`src/rtl/coproc_cmd_sequencer.sv`:
```
`timescale 1ns/1ps
// -----------------------------------------------------------------------------
// coproc_cmd_sequencer
//
// Command queue and dispatcher between the CPU's memory-mapped coprocessor
// interface and the coprocessor. The CPU pushes (func, gray, img_idx) commands
// into a small FIFO. Each command is issued with a one-cycle start pulse once
// the coprocessor reports ready. Its operands are then held stable until the
// next issue.
//
// A watchdog aborts a command that never signals done. A programmable idle gap
// follows every completion or abort. A flush discards queued, not-yet-issued
// commands. Completions and aborts are counted.
//
// Ports:
//   clk, rst_n           clock, asynchronous active-low reset
//   cmd_valid/cmd_ready  push handshake (cmd_ready == !full)
//   cmd_func/gray/idx    command fields captured on push
//   flush                one-cycle pulse, empties the queue
//   gap_cycles           idle cycles inserted after each command ends
//   co_rdy, co_done      coprocessor ready level and done pulse
//   start                one-cycle start pulse to the coprocessor
//   func/gray/img_idx    operands held from one issue to the next
//   busy                 sequencer not idle, or queue non-empty
//   q_count              queue occupancy, 0..DEPTH
//   timeout_err, err_clr sticky watchdog abort flag and its clear
//   done_count           completed commands (wraps)
//   abort_count          timed-out commands (saturates)
// -----------------------------------------------------------------------------
module coproc_cmd_sequencer #(
  parameter int unsigned DEPTH   = 4,
  parameter int unsigned FUNC_W  = 3,
  parameter int unsigned IDX_W   = 1,
  parameter int unsigned TIMEOUT = 100000,
  parameter int unsigned GAP_W   = 8,
  parameter int unsigned CNT_W   = 16
) (
  input  logic                   clk,
  input  logic                   rst_n,
  input  logic                   cmd_valid,
  output logic                   cmd_ready,
  input  logic [FUNC_W-1:0]      cmd_func,
  input  logic                   cmd_gray,
  input  logic [IDX_W-1:0]       cmd_img_idx,
  input  logic                   flush,
  input  logic [GAP_W-1:0]       gap_cycles,
  input  logic                   co_rdy,
  input  logic                   co_done,
  output logic                   start,
  output logic [FUNC_W-1:0]      func,
  output logic                   gray,
  output logic [IDX_W-1:0]       img_idx,
  output logic                   busy,
  output logic [$clog2(DEPTH):0] q_count,
  output logic                   timeout_err,
  input  logic                   err_clr,
  output logic [CNT_W-1:0]       done_count,
  output logic [CNT_W-1:0]       abort_count
);

  localparam int unsigned AW   = $clog2(DEPTH);
  localparam int unsigned EW   = FUNC_W + 1 + IDX_W;
  localparam int unsigned WD_W = $clog2(TIMEOUT + 1);

  localparam logic [AW:0]       FullCnt  = (AW + 1)'(DEPTH);
  localparam logic [AW:0]       PtrOne   = (AW + 1)'(1);
  localparam logic [WD_W-1:0]   WdLast   = WD_W'(TIMEOUT - 1);
  localparam logic [WD_W-1:0]   WdOne    = WD_W'(1);
  localparam logic [GAP_W-1:0]  GapOne   = GAP_W'(1);
  localparam logic [CNT_W-1:0]  CntOne   = CNT_W'(1);
  localparam logic [CNT_W-1:0]  CntMax   = {CNT_W{1'b1}};

  typedef enum logic [1:0] {
    StIdle,
    StIssue,
    StWait,
    StGap
  } state_e;

  state_e state;

  // ---------------------------------------------------------------------------
  // Command FIFO. Pointers carry one extra wrap bit so full and empty differ.
  // ---------------------------------------------------------------------------
  logic [EW-1:0] mem [DEPTH];
  logic [AW:0]   wr_ptr;
  logic [AW:0]   rd_ptr;
  logic [AW:0]   count;
  logic          full;
  logic          empty;
  logic          push;
  logic          issue;
  logic [EW-1:0] head;

  assign count     = wr_ptr - rd_ptr;
  assign full      = (count == FullCnt);
  assign empty     = (count == '0);
  assign cmd_ready = ~full;
  assign q_count   = count;
  assign head      = mem[rd_ptr[AW-1:0]];

  // A flush in the same cycle as a push discards the pushed command too.
  assign push  = cmd_valid & ~full & ~flush;
  // The head is popped on the edge that moves the FSM into its issue cycle.
  assign issue = (state == StIdle) & ~empty & co_rdy;

  always_ff @(posedge clk or negedge rst_n) begin
    if (!rst_n) begin
      wr_ptr <= '0;
      rd_ptr <= '0;
    end else if (flush) begin
      wr_ptr <= '0;
      rd_ptr <= '0;
    end else begin
      if (push) begin
        wr_ptr <= wr_ptr + PtrOne;
      end
      if (issue) begin
        rd_ptr <= rd_ptr + PtrOne;
      end
    end
  end

  // Storage needs no reset: entries are only read after being written.
  always_ff @(posedge clk) begin
    if (push) begin
      mem[wr_ptr[AW-1:0]] <= {cmd_func, cmd_gray, cmd_img_idx};
    end
  end

  // ---------------------------------------------------------------------------
  // Dispatch FSM with registered outputs.
  // ---------------------------------------------------------------------------
  logic [WD_W-1:0]  wd;
  logic [GAP_W-1:0] gap_left;
  logic             wd_expired;
  logic             cmd_end;

  // The watchdog is 0 in the issue cycle and counts one per cycle after it,
  // so expiry lands exactly TIMEOUT cycles after start rose.
  assign wd_expired = (wd == WdLast);
  assign cmd_end    = (state == StWait) & (co_done | wd_expired);

  always_ff @(posedge clk or negedge rst_n) begin
    if (!rst_n) begin
      state       <= StIdle;
      start       <= 1'b0;
      func        <= '0;
      gray        <= 1'b0;
      img_idx     <= '0;
      wd          <= '0;
      gap_left    <= '0;
      timeout_err <= 1'b0;
      done_count  <= '0;
      abort_count <= '0;
    end else begin
      start <= 1'b0;
      // A timeout set below overrides this clear.
      if (err_clr) begin
        timeout_err <= 1'b0;
      end

      unique case (state)
        StIdle: begin
          if (issue) begin
            state                  <= StIssue;
            start                  <= 1'b1;
            {func, gray, img_idx}  <= head;
            wd                     <= '0;
          end
        end

        StIssue: begin
          state <= StWait;
          wd    <= wd + WdOne;
        end

        StWait: begin
          // A done arriving on the expiry cycle still counts as a completion.
          if (co_done) begin
            done_count <= done_count + CntOne;
          end else if (wd_expired) begin
            timeout_err <= 1'b1;
            if (abort_count != CntMax) begin
              abort_count <= abort_count + CntOne;
            end
          end else begin
            wd <= wd + WdOne;
          end

          if (cmd_end) begin
            if (gap_cycles == '0) begin
              state <= StIdle;
            end else begin
              state    <= StGap;
              gap_left <= gap_cycles - GapOne;
            end
          end
        end

        StGap: begin
          if (gap_left == '0) begin
            state <= StIdle;
          end else begin
            gap_left <= gap_left - GapOne;
          end
        end

        default: begin
          state <= StIdle;
        end
      endcase
    end
  end

  assign busy = (state != StIdle) | ~empty;

endmodule
```
`config.mk`:
```
export PLATFORM = sky130hd
export DESIGN_NAME = coproc_cmd_sequencer
export DESIGN_NICKNAME = d
export VERILOG_FILES = /design/src/rtl/coproc_cmd_sequencer.sv
export SDC_FILE = /design/constraint.sdc
export NUM_CORES = 1
export LEC_CHECK = 0
export CORE_MARGIN = 10
export CORE_UTILIZATION = 23
export DETAILED_ROUTE_END_ITERATION = 10
export MAX_ROUTING_LAYER = met4
export PLACE_DENSITY = 0.49
export SYNTH_ARGS = -nofsm -noshare
export SYNTH_HDL_FRONTEND = slang
export SYNTH_SLANG_ARGS = --single-unit
```
`constraint.sdc`:
```
create_clock -name clk -period 6 [get_ports clk]
set_clock_uncertainty 0.2 [all_clocks]
set_input_delay 1.2 -clock clk [delete_from_list [all_inputs] [get_ports clk]]
set_output_delay 1.2 -clock clk [all_outputs]
set_load 0.005 [all_outputs]
```
# --- After elaboration in Yosys (flattened, before gate mapping) ---
# Memories as Yosys holds them, arrays and structs flattened. A register that Yosys moved wholly into a read port is not among the register bits.
# Cells that the tools add are included.
totals:
  output_inout_bits: 44
  inputBits: 20
  memories: 1
  ff_bits: 67
  elab_cells: 83
  ram_bits: 20
memory_table:
  columns: ["name", "depth", "word_bits", "rd", "rd_ports_with_merged_regs", "wr", "line", "text"]
  rows:
  - ["mem", 4, 5, 1, 1, 1, "85", "logic [EW-1:0] mem [DEPTH];"]
classes:
  bitwise_logic: 11
  eq_ne: 13
  muxes: 25
  reduce_logical: 16
  add_sub_neg: 8
ops:
  columns: ["op", "n"]
  rows:
  - ["17-bit 2-to-1 mux", 3]
  - ["17-bit one-hot mux with 3 select lines", 1]
  - ["16-bit by 1-bit adder with 16-bit output, second input constant", 2]
  - ["8-bit 2-to-1 mux", 3]
  - ["17-bit by 1-bit adder with 17-bit output, second input constant", 1]
  - ["17-bit == test, second input constant", 1]
  - ["8-bit logical NOT", 2]
  - ["16-bit inequality test, second input constant", 1]
  - ["8-bit one-hot mux with 2 select lines", 1]
  - ["8-bit by 1-bit subtractor with 8-bit output, second input constant", 2]
  - ["2-bit inequality test, second input constant", 7]
  - ["3-bit 2-to-1 mux", 4]
  - ["4-bit AND reduction", 3]
  - ["1-bit 2-to-1 mux", 8]
  - ["2-bit 2-to-1 mux", 4]
  - ["2-bit one-hot mux with 4 select lines", 1]
  - ["2-bit nonzero test", 4]
  - ["3-bit by 1-bit adder with 3-bit output, second input constant", 2]
  - ["1-bit bitwise AND", 5]
  - ["2-bit == test, second input constant", 2]
  - ["1-bit inverter", 4]
  - ["2-bit AND reduction", 2]
  - ["3-bit == test, second input constant", 1]
  - ["3-bit logical NOT", 1]
  - ["7 further kinds", 8]

# --- Depth between registers and ports, before layout ---
# Gate-level depths: netlist of the first run.
logic_depth:
  depth_word: 7
  ltp_mapped: 10
  mapped_depth_nobuf: 8

# --- Least setup slack after synthesis of the first run ---
# Ideal clock, no wire load.
synth_path:
  path_kind: "input to register"
  start: "input gap_cycles[2]"
  end: "register gap_left[0]"
  slack_ns: 2.745
  setup_time_ns: 0.125
  path_stages: 6
  required_time_ns: 5.675
  n_path_buf: 1
  t_arrival_ns: 2.930
  path_cell_list: "or4_1 -> o31ai_2 -> o2bb2ai_2 -> or2_0 -> buf_2 -> mux2_2"
synth_via:
  elab_chain_len: 3
synth_rtl:
  columns: ["element", "line", "text"]
  rows:
  - ["start: declaration", "46", "input logic [GAP_W-1:0] gap_cycles,"]
  - ["8-bit logical NOT", "192", "if (gap_cycles == '0) begin"]
  - ["2-bit inequality test (no line)", null, null]
  - ["4-bit AND reduction (no line)", null, null]
  - ["end signal: assignment", "196", "gap_left <= gap_cycles - GapOne;"]
  - ["end signal: assignment", "205", "gap_left <= gap_left - GapOne;"]
  - ["end: declaration", "135", "logic [GAP_W-1:0] gap_left;"]
# No other way between the ends.
# A chain may end at the register's enable or synchronous reset.

# --- Worst setup path in the final report of the first run ---
layout_path:
  start: "register rd_ptr[0]"
  end: "output busy"
layout_via:
  elab_chain_len: 4
layout_rtl:
  columns: ["element", "line", "text"]
  rows:
  - ["start: declaration", "87", "logic [AW:0] rd_ptr;"]
  - ["start signal: assignment", "119", "rd_ptr <= rd_ptr + PtrOne;"]
  - ["3-bit subtractor", "95", "assign count = wr_ptr - rd_ptr;"]
  - ["3-bit logical NOT", "97", "assign empty = (count == '0);"]
  - ["1-bit inverter", "216", "assign busy = (state != StIdle) | ~empty;"]
  - ["1-bit OR", "216", null]
  - ["end: declaration", "53", "output logic busy,"]
# No other way between the ends.

==> results_dict.tcl, run 1 <==
set metrics [dict create \
    status "finished clean" \
    yosys.area.top_type_share 0.377 \
    cts_root_buf "sky130_fd_sc_hd__clkbuf_16" \
    async_reset_ff_frac 0.783 \
    area_of_the_core_sq_mm 0.0204 \
    finish.instance_area_sq_mm 0.00599 \
    vias 3559 \
    post_synth.cell_area_avg_sq_um 11.1 \
    min-delay-path-class "register to register" \
    routedWlPerCell_um 14.8 \
    timing_max_transition_violations_final 0 \
    detail_placement_hpwl_mm 8.13 \
    netlist_instances 430 \
    grt_pass1_wl_mm 18.9 \
    ys.flop_type "sky130_fd_sc_hd__dfrtp_1" \
    fillCellCount 2103 \
    globalplace.congestion 0.818 \
    crit_chain "ha_1 -> fa_1 -> xor3_1 -> or2_2 -> clkdlybuf4s50_1" \
    synth-seq-area-share 0.503 \
    cp_max_fanout 8 \
    layout-area-overhead-vs-synth_pct 25.4 \
    grt_setup_unrepaired "no" \
    setup-tns-final_ns 0 \
    max_freq_mhz 251 \
    maxCapViolCount 0 \
    yosys.cell_types.count 59 \
    top_level_ports 64 \
    critPathRequiredTime_ns 4.60 \
    synth_area_leader_cell "sky130_fd_sc_hd__dfrtp_1" \
    synthMostInstantiatedCell "sky130_fd_sc_hd__dfrtp_1" \
    cts.clk_slew.worst_paths_ns 0.08 \
    initial_core_util 0.235 \
    route.detailed.vias_per_inst 4.66 \
    post-cts-setup-buffer-count 0 \
    cts_buffer_depth 2 \
    numClockSinks 92 \
    stdcell_count 763 \
    cp-end-kind "output pin" \
    groute.usage.overall 0.0881 \
    cts.repair.resized 0 \
    antenna-diode-count 0 \
    post-route-period-util 0.664 \
    fraction_of_final_layout_cells_with_drive_strength_greater_than_1 0.0933 \
    pre_cts_ws_ns 1.98 \
    place.detailed.instances 747 \
    first_pass_iters 6 \
    timing.critical_path.arrival_ns 2.58 \
    leakage_nw 2.34 \
    cts_tree "yes" \
    power_per_cell_area_mw_per_mm2 355 \
    crit_path_top_delay_cell "sky130_fd_sc_hd__dfrtp_1" \
    worst_slack_ns 2.02 \
    htree_levels 3 \
    synth.net_count 466 \
    tightest_pin_transition_ns 1.04 \
    die_w_um 164 \
    ys_seq_elements 92 \
    first_global_vias 3653 \
    finalSetupViolations 0 \
    synth-edff-count 20 \
    postRouteWirelength_mm 11.3 \
    synth_common_cells "sky130_fd_sc_hd__dfrtp_1 (72), sky130_fd_sc_hd__nor2_1 (31), sky130_fd_sc_hd__nand2_1 (27)" \
    grt-ovfl-total 0 \
    detailedRoute.firstIterationViolations 215 \
    layout.nets 524 \
    critical_path.startpoint_type "register" \
    largest_net_degree_at_the_start_of_global_routing 73 \
    die_height_um 164 \
    dieArea_sq_mm 0.0269 \
    grt_antenna_before_repair 0 \
    detail-route-antenna-nets 0 \
    finalHoldViolCount 0 \
    max-slew-margin-rel 0.309 \
    synthTopCellsByArea "sky130_fd_sc_hd__dfrtp_1 (38%), sky130_fd_sc_hd__edfxtp_1 (13%), sky130_fd_sc_hd__xnor2_1 (4.2%), sky130_fd_sc_hd__ha_1 (3.9%), sky130_fd_sc_hd__o31ai_1 (3.1%)" \
    core.rowCount 52 \
    numPortBuffers 63 \
    delay_of_the_slowest_cell_on_the_worst_path_ns 0.55 \
    post_synth_instance_area_sq_mm 0.00478 \
    drcViolationCount 0 \
    worst_vdd_drop_uv 160 \
    postCtsHoldBufs 0 \
    layout_min_cycle_time_ns 3.98 \
    postPlaceCellArea_sq_mm 0.00568 \
    critPathKind "register to output pin" \
    numCtsBuffers 9 \
    synth_warnings 0 \
    clk_latency_ns 0.34 \
]
-- per-stage QoR --
| stage | hold WS (ns) | power (mW) | util |
|---|---|---|---|
| floorplan | 0.265 | 1.31 | - |
| global placement | 0.261 | 1.55 | 0.279 |
| detailed placement | 0.270 | 1.57 | 0.279 |
| CTS | 0.284 | 2.17 | 0.294 |
| global route | 0.313 | 2.28 | 0.294 |
| finish | 0.273 | 2.13 | 0.294 |
-- worst max-delay path, delay by kind of cell (launching register included) --
family	cells	cell delay (ns)
buffers and inverters	1	0.45
AND/OR/NAND/NOR	1	0.32
flip-flops	1	0.55
adder cells (fa/ha/maj)	2	0.66
XOR/XNOR	1	0.26
-- worst paths after layout --
| path | from | slack [ns] | end | cells after the start |
|---|---|---|---|---|
| max in group asynchronous | rst_n | 4.14 | wd[16] | 1 |
| worst max register to register | rd_ptr[0] | 2.62 | wd[9] | 7 |
| min in group asynchronous | rst_n | 0.78 | gray | 1 |
| worst min-delay path | done_count[15] | 0.27 | done_count[15] | 1 |
| worst max-delay path | rd_ptr[0] | 2.02 | busy | 5 |
| worst min register to register | done_count[15] | 0.27 | done_count[15] | 1 |
-- report_power, final --
part / internal (mW) / leakage, nW / total, mW / switching, mW
registers: 0.730 / 1.14 / 0.825 / 0.0952
clock network: 0.299 / 0.151 / 0.579 / 0.280
logic: 0.316 / 1.05 / 0.723 / 0.407
total: 1.34 / 2.34 / 2.13 / 0.782
-- area by class of cell --
cell class / instances / area [sq um] / area share
flip-flops and latches: 92 / 2400 / 0.401
clock buffers: 9 / 225 / 0.0376
well taps: 270 / 338 / 0.0564
inverters: 17 / 63.8 / 0.0107
clock inverters: 7 / 86.3 / 0.0144
multi-input cells: 305 / 2240 / 0.375
repair buffers: 63 / 628 / 0.105
-- logic make-up after synthesis --
family / after synthesis / share of synthesized area
XOR/XNOR: 39 / 0.0746
AO/OA/AOI/OAI: 67 / 0.105
flip-flops: 92 / 0.503
multiplexers: 22 / 0.0623
buffers and inverters: 33 / 0.0272
AND/OR/NAND/NOR: 161 / 0.185
adder cells (fa/ha/maj): 16 / 0.0435
-- registers in the layout, summed over array words and instances, names as in the netlist --
| signal | cells |
|---|---|
| gap_left | 8 |
| gray | 1 |
| func | 3 |
| img_idx | 1 |
| rd_ptr | 3 |
| abort_count | 16 |
| state | 2 |
| wd | 17 |
| start | 1 |
| wr_ptr | 3 |
| mem | 20 |
| timeout_err | 1 |
| done_count | 16 |
-- layer usage --
| layer | up-vias | GRT usage | part of all wire |
|---|---|---|---|
| met5 | - | - | 0 |
| li1 | 1705 | - | - |
| met1 | 1761 | 0.110 | 0.48 |
| met4 | 0 | 0.0240 | 0.0099 |
| met2 | 81 | 0.140 | 0.47 |
| met3 | 12 | 0.0213 | 0.039 |
-- placed cells by master, fill, tap and decap left out, types with 12 or more instances in the layout --
cell type / Yosys / final
sky130_fd_sc_hd__ha_1: 15 / 15
sky130_fd_sc_hd__xor2_1: 15 / 15
sky130_fd_sc_hd__nand2_1: 27 / 27
sky130_fd_sc_hd__o21ai_0: 13 / 13
sky130_fd_sc_hd__xnor2_1: 23 / 23
sky130_fd_sc_hd__nand3_1: 20 / 20
sky130_fd_sc_hd__mux2_2: 12 / 12
sky130_fd_sc_hd__edfxtp_1: 20 / 20
sky130_fd_sc_hd__nand4_1: 21 / 21
sky130_fd_sc_hd__nor2_1: 31 / 31
sky130_fd_sc_hd__dfrtp_1: 72 / 72
sky130_fd_sc_hd__o31ai_1: 20 / 20
sky130_fd_sc_hd__inv_1: 17 / 17
sky130_fd_sc_hd__clkdlybuf4s50_1: 0 / 62
No activity file was read; power rests on OpenSTA's default activity.
==> run 2: changes to the inputs <==
PLACE_DENSITY = 0.5   (was 0.49)
clock period = 3.49 ns   (was 6 ns; I/O delays follow)
==> run 2 against run 1 <==
Final area is 0.36% higher. Combinational power grew 76%. First-iteration DRC count fell by 6.5%. Die area stayed put. Non-clock buffer count grew 5. Final cell count up 0.66%. Worst setup slack got worse by 1.8 ns. Global-route usage about the same. Sequential share of layout area decreased by 0.14 points. Critical path depth is 1 higher. Clock power rose by 67%. Clock-buffer cell count is the same. Largest cell class unchanged. Highest routed layer unchanged.
==> results_dict.tcl, run 2 (synthesized netlist as in run 1, its figures left out) <==
set metrics [dict create \
    stdcell_count 768 \
    rrSetupSlack_ns 0.51 \
    layout_min_cycle_time_ns 3.32 \
    detail-route-antenna-nets 0 \
    timing.critical_path.arrival_ns 2.42 \
    crit_path_end "cmd_ready" \
    groute.usage.overall 0.0878 \
    detail_placement_hpwl_mm 8.43 \
    setup-tns-final_ns 0 \
    numClockSinks 92 \
    max_ffs_per_register 20 \
    timing_max_transition_violations_final 0 \
    critPathKind "register to output pin" \
    cts_buffer_depth 2 \
    crit_path_start "wr_ptr[0]" \
    most_common_cell_after_layout_fill_and_taps_aside "sky130_fd_sc_hd__dfrtp_1" \
    sequential_cell_fraction_of_total_power 0.387 \
    grt_setup_unrepaired "no" \
    cts_tree "yes" \
    r2r-start "wr_ptr[0]" \
    cts_root_buf "sky130_fd_sc_hd__clkbuf_16" \
    postPlaceCellArea_sq_mm 0.00571 \
    max-slew-margin-rel 0.363 \
    power_frac_comb 0.348 \
    htree_levels 3 \
    post-cts-setup-buffer-count 0 \
    critical_path.startpoint_type "register" \
    fin_total_pwr_mw 3.65 \
    status "finished clean" \
    die_height_um 164 \
    layout.nets 529 \
    tightest_pin_transition_ns 0.956 \
    place.detailed.instances 752 \
    first_global_vias 3428 \
    highest_count_cells_in_the_layout_ignoring_fill_and_taps "sky130_fd_sc_hd__dfrtp_1 (72), sky130_fd_sc_hd__clkdlybuf4s50_1 (61), sky130_fd_sc_hd__nor2_1 (31)" \
    die_w_um 164 \
    numCtsBuffers 9 \
    grt_pass1_wl_mm 18.5 \
    routedWlPerCell_um 14.8 \
    netSwitchingPower_mw 1.33 \
    drcViolationCount 0 \
    detailedRoute.firstIterationViolations 201 \
    route.detailed.vias_per_inst 4.64 \
    leakage_nw 2.36 \
    antenna-diode-count 0 \
    power_per_cell_area_mw_per_mm2 608 \
    first_pass_iters 4 \
    r2r-end "wd[7]" \
    max_freq_mhz 301 \
    cp_max_fanout 5 \
    worst_vdd_drop_uv 229 \
    dieArea_sq_mm 0.0269 \
    critPathRequiredTime_ns 2.59 \
    cts.clk_slew.worst_paths_ns 0.07 \
    p_int_mw 2.32 \
    finalHoldViolCount 0 \
    top_level_ports 64 \
    vias 3561 \
    maxCapViolCount 0 \
    min-delay-path-class "register to register" \
    grt_antenna_before_repair 0 \
    clk_latency_ns 0.35 \
    largest_net_degree_at_the_start_of_global_routing 73 \
    globalplace.congestion 0.887 \
    fraction_of_final_layout_cells_with_drive_strength_greater_than_1 0.106 \
    postCtsHoldBufs 0 \
    reg2reg_depth 8 \
    layout-area-overhead-vs-synth_pct 25.8 \
    cts.repair.resized 0 \
    postRouteWirelength_mm 11.4 \
    initial_core_util 0.235 \
    core.rowCount 52 \
    finalSetupViolations 0 \
    post-route-period-util 0.951 \
    numPortBuffers 63 \
    cp-end-kind "output pin" \
    grt-ovfl-total 0 \
    area_of_the_core_sq_mm 0.0204 \
    finish.instance_area_sq_mm 0.00601 \
    power.switching_fraction 0.365 \
    power.share.clock 0.265 \
]
-- run 2: changes by cell type in the layout (fill, tap and decap cells not counted), sizes merged --
| cell | before | now |
|---|---|---|
| buf | 1 | 6 |
| dlymetal6s2s | 0 | 1 |
| inv | 20 | 21 |
| clkdlybuf4s50 | 62 | 61 |
| clkinv | 4 | 3 |
-- run 2: metal layers --
metal / vias to the layer above / track usage / wire (um)
met5: - / - / 0
met4: 0 / 0.0248 / 119
met3: 8 / 0.0225 / 718
met2: 97 / 0.127 / 5050
met1: 1735 / 0.119 / 5510
li1: 1721 / - / -
-- run 2: worst min path at each step --
stage / startpoint / endpoint / slack (ns) / cells after the start
after global placement: done_count[15] / done_count[15] / 0.26 / 1
after CTS: done_count[15] / done_count[15] / 0.29 / 1
after global routing: done_count[15] / done_count[15] / 0.30 / 1
after detailed placement: done_count[15] / done_count[15] / 0.28 / 1
final: done_count[15] / done_count[15] / 0.28 / 1
after floorplan: rst_n / abort_count[0] / 0.20 / 0
-- run 2: area by class of cell --
class,count,area (sq um)
repair buffers,68,666
clock inverters,7,68.8
fillers,2075,14400
flip-flops and latches,92,2400
well taps,270,338
clock buffers,9,225
multi-input cells,305,2250
inverters,17,63.8
-- run 2: critical path, stage by stage, from the launching register on --
cell and delay, ns:
sky130_fd_sc_hd__dfrtp_1 0.40, sky130_fd_sc_hd__inv_2 0.08, sky130_fd_sc_hd__ha_1 0.21, sky130_fd_sc_hd__fa_1 0.37, sky130_fd_sc_hd__xor3_2 0.28, sky130_fd_sc_hd__nand3_1 0.19
sky130_fd_sc_hd__clkdlybuf4s50_1 0.55
-- run 2: power groups by stage --
stage / clock network [mW] / registers [mW] / logic [mW]
finish: 0.968 / 1.41 / 1.27
global placement: 0 / 1.43 / 1.26
CTS: 1.01 / 1.42 / 1.29
floorplan: 0 / 1.40 / 0.859
detailed placement: 0 / 1.44 / 1.28
global route: 1.05 / 1.44 / 1.42
-- run 2: per-stage QoR --
step	hold slack [ns]	setup WS [ns]	utilization
after floorplan	0.202	0.737	-
after global placement	0.262	0.285	0.280
after detailed placement	0.276	0.192	0.280
after CTS	0.289	0.0616	0.295
after global routing	0.298	0.0169	0.295
final	0.278	0.170	0.295
==> run 3: changes to the inputs <==
CORE_MARGIN = not set   (was 10)
==> run 3 against run 2 <==
Via count stayed put. Total power is 3.7% higher. Final cell count increased by 0.39%. Sequential power about the same.
==> results_dict.tcl, run 3 (synthesized netlist as in run 1, its figures left out) <==
set metrics [dict create \
    status "finished clean" \
    reg2reg_depth 8 \
    route.detailed.vias_per_inst 4.62 \
    die_w_um 146 \
    rrSetupSlack_ns 0.37 \
    clk_latency_ns 0.35 \
    dieArea_sq_mm 0.0213 \
    power_per_cell_area_mw_per_mm2 623 \
    htree_levels 3 \
    groute.usage.overall 0.108 \
    stdcell_count 771 \
    highest_count_cells_in_the_layout_ignoring_fill_and_taps "sky130_fd_sc_hd__dfrtp_1 (72), sky130_fd_sc_hd__clkdlybuf4s50_1 (61), sky130_fd_sc_hd__nor2_1 (31)" \
    max_ffs_per_register 20 \
    detailedRoute.firstIterationViolations 112 \
    min-delay-path-class "input port to asynchronous set/reset pin" \
    worst_vdd_drop_uv 183 \
    largest_net_degree_at_the_start_of_global_routing 47 \
    sequential_cell_fraction_of_total_power 0.372 \
    maxCapViolCount 0 \
    numCtsBuffers 9 \
    layout_min_cycle_time_ns 3.29 \
    layout-area-overhead-vs-synth_pct 27.2 \
    first_pass_iters 4 \
    grt_pass1_wl_mm 17.8 \
    leakage_nw 2.40 \
    die_height_um 146 \
    area_of_the_core_sq_mm 0.0203 \
    detail-route-antenna-nets 0 \
    cts_root_buf "sky130_fd_sc_hd__clkbuf_16" \
    globalplace.congestion 0.833 \
    finalSetupViolations 0 \
    cts.clk_slew.worst_paths_ns 0.07 \
    timing_max_transition_violations_final 0 \
    max-slew-margin-rel 0.297 \
    layout.nets 532 \
    power_frac_comb 0.346 \
    critical_path.startpoint_type "register" \
    cp-end-kind "output pin" \
    top_level_ports 64 \
    core.rowCount 52 \
    antenna-diode-count 0 \
    postRouteWirelength_mm 10.7 \
    numClockSinks 92 \
    holdWs_ns 0.176 \
    p_int_mw 2.48 \
    fin_total_pwr_mw 3.79 \
    place.detailed.instances 755 \
    first_global_vias 3498 \
    grt-ovfl-total 0 \
    routedWlPerCell_um 13.9 \
    cts_buffer_depth 2 \
    grt_antenna_before_repair 0 \
    numPortBuffers 63 \
    grt_setup_unrepaired "no" \
    crit_path_top_delay_cell "sky130_fd_sc_hd__clkdlybuf4s50_1" \
    max_freq_mhz 304 \
    most_common_cell_after_layout_fill_and_taps_aside "sky130_fd_sc_hd__dfrtp_1" \
    timing.critical_path.arrival_ns 2.39 \
    detail_placement_hpwl_mm 7.76 \
    initial_core_util 0.235 \
    crit_chain "inv_1 -> ha_1 -> fa_1 -> xor3_2 -> nand3_2 -> clkdlybuf4s50_1" \
    vias 3561 \
    power.share.clock 0.282 \
    drcViolationCount 0 \
    post-route-period-util 0.943 \
    postCtsHoldBufs 0 \
    tightest_pin_transition_ns 1.05 \
    fraction_of_final_layout_cells_with_drive_strength_greater_than_1 0.110 \
    critPathRequiredTime_ns 2.59 \
    finalHoldViolCount 0 \
    netSwitchingPower_mw 1.31 \
    cp_max_fanout 5 \
    critPathKind "register to output pin" \
    power.switching_fraction 0.345 \
    delay_of_the_slowest_cell_on_the_worst_path_ns 0.53 \
    cts_tree "yes" \
    setup-tns-final_ns 0 \
]
-- run 3: cell types whose count changed in the layout (fill, tap and decap cells not counted), sizes merged --
cell    change
buf         +3
bufinv      +2
inv         -2
-- run 3: through the flow --
stage	area (sq um)	setup WS (ns)	utilization
floorplan	4780	0.737	-
global placement	5750	0.349	0.283
detailed placement	5750	0.277	0.283
CTS	6070	0.0659	0.299
global route	6080	0.0498	0.299
finish	6080	0.200	0.299
-- run 3: layout make-up --
class / count / area, sq um
repair buffers: 71 / 701
fillers: 2116 / 14200
inverters: 17 / 63.8
flip-flops and latches: 92 / 2400
well taps: 270 / 338
multi-input cells: 305 / 2250
clock inverters: 7 / 97.6
clock buffers: 9 / 225
-- run 3: timing repair --
item	CTS	global route
resized for setup	0	3
setup buffers	0	0
endpoints found under the setup margin	0	2
-- run 3: routing by layer --
metal / routed length, um / share of wire / vias up / track usage
met4: 144 / 0.013 / 0 / 0.0380
met1: 5270 / 0.49 / 1748 / 0.142
met2: 4920 / 0.46 / 78 / 0.162
met5: 0 / 0 / - / -
met3: 370 / 0.035 / 12 / 0.0256
li1: - / - / 1723 / -
-- run 3: critical path, delay by kind of cell, from the launching register on --
family                     cells  cell delay (ns)
buffers and inverters          2             0.64
adders and majority gates      2             0.61
DFF                            1             0.37
xor gates and xnor gates       1             0.30
and+or+nand+nor                1             0.14
-- run 3: path summary, 6_finish.rpt --
check / from / to
worst max-delay path: wr_ptr[0] / cmd_ready
worst min-delay path: rst_n / func[0]
worst max register to register: wr_ptr[0] / wd[9]
worst min register to register: done_count[15] / done_count[15]
max in group asynchronous: rst_n / wr_ptr[0]
min in group clk: done_count[15] / done_count[15]
-- run 3: power groups by stage --
stage	sequential (mW)	combinational (mW)	clock [mW]
after floorplan	1.40	0.859	0
after global placement	1.43	1.29	0
after detailed placement	1.43	1.31	0
after CTS	1.41	1.32	1.10
after global routing	1.44	1.47	1.15
final	1.41	1.31	1.07
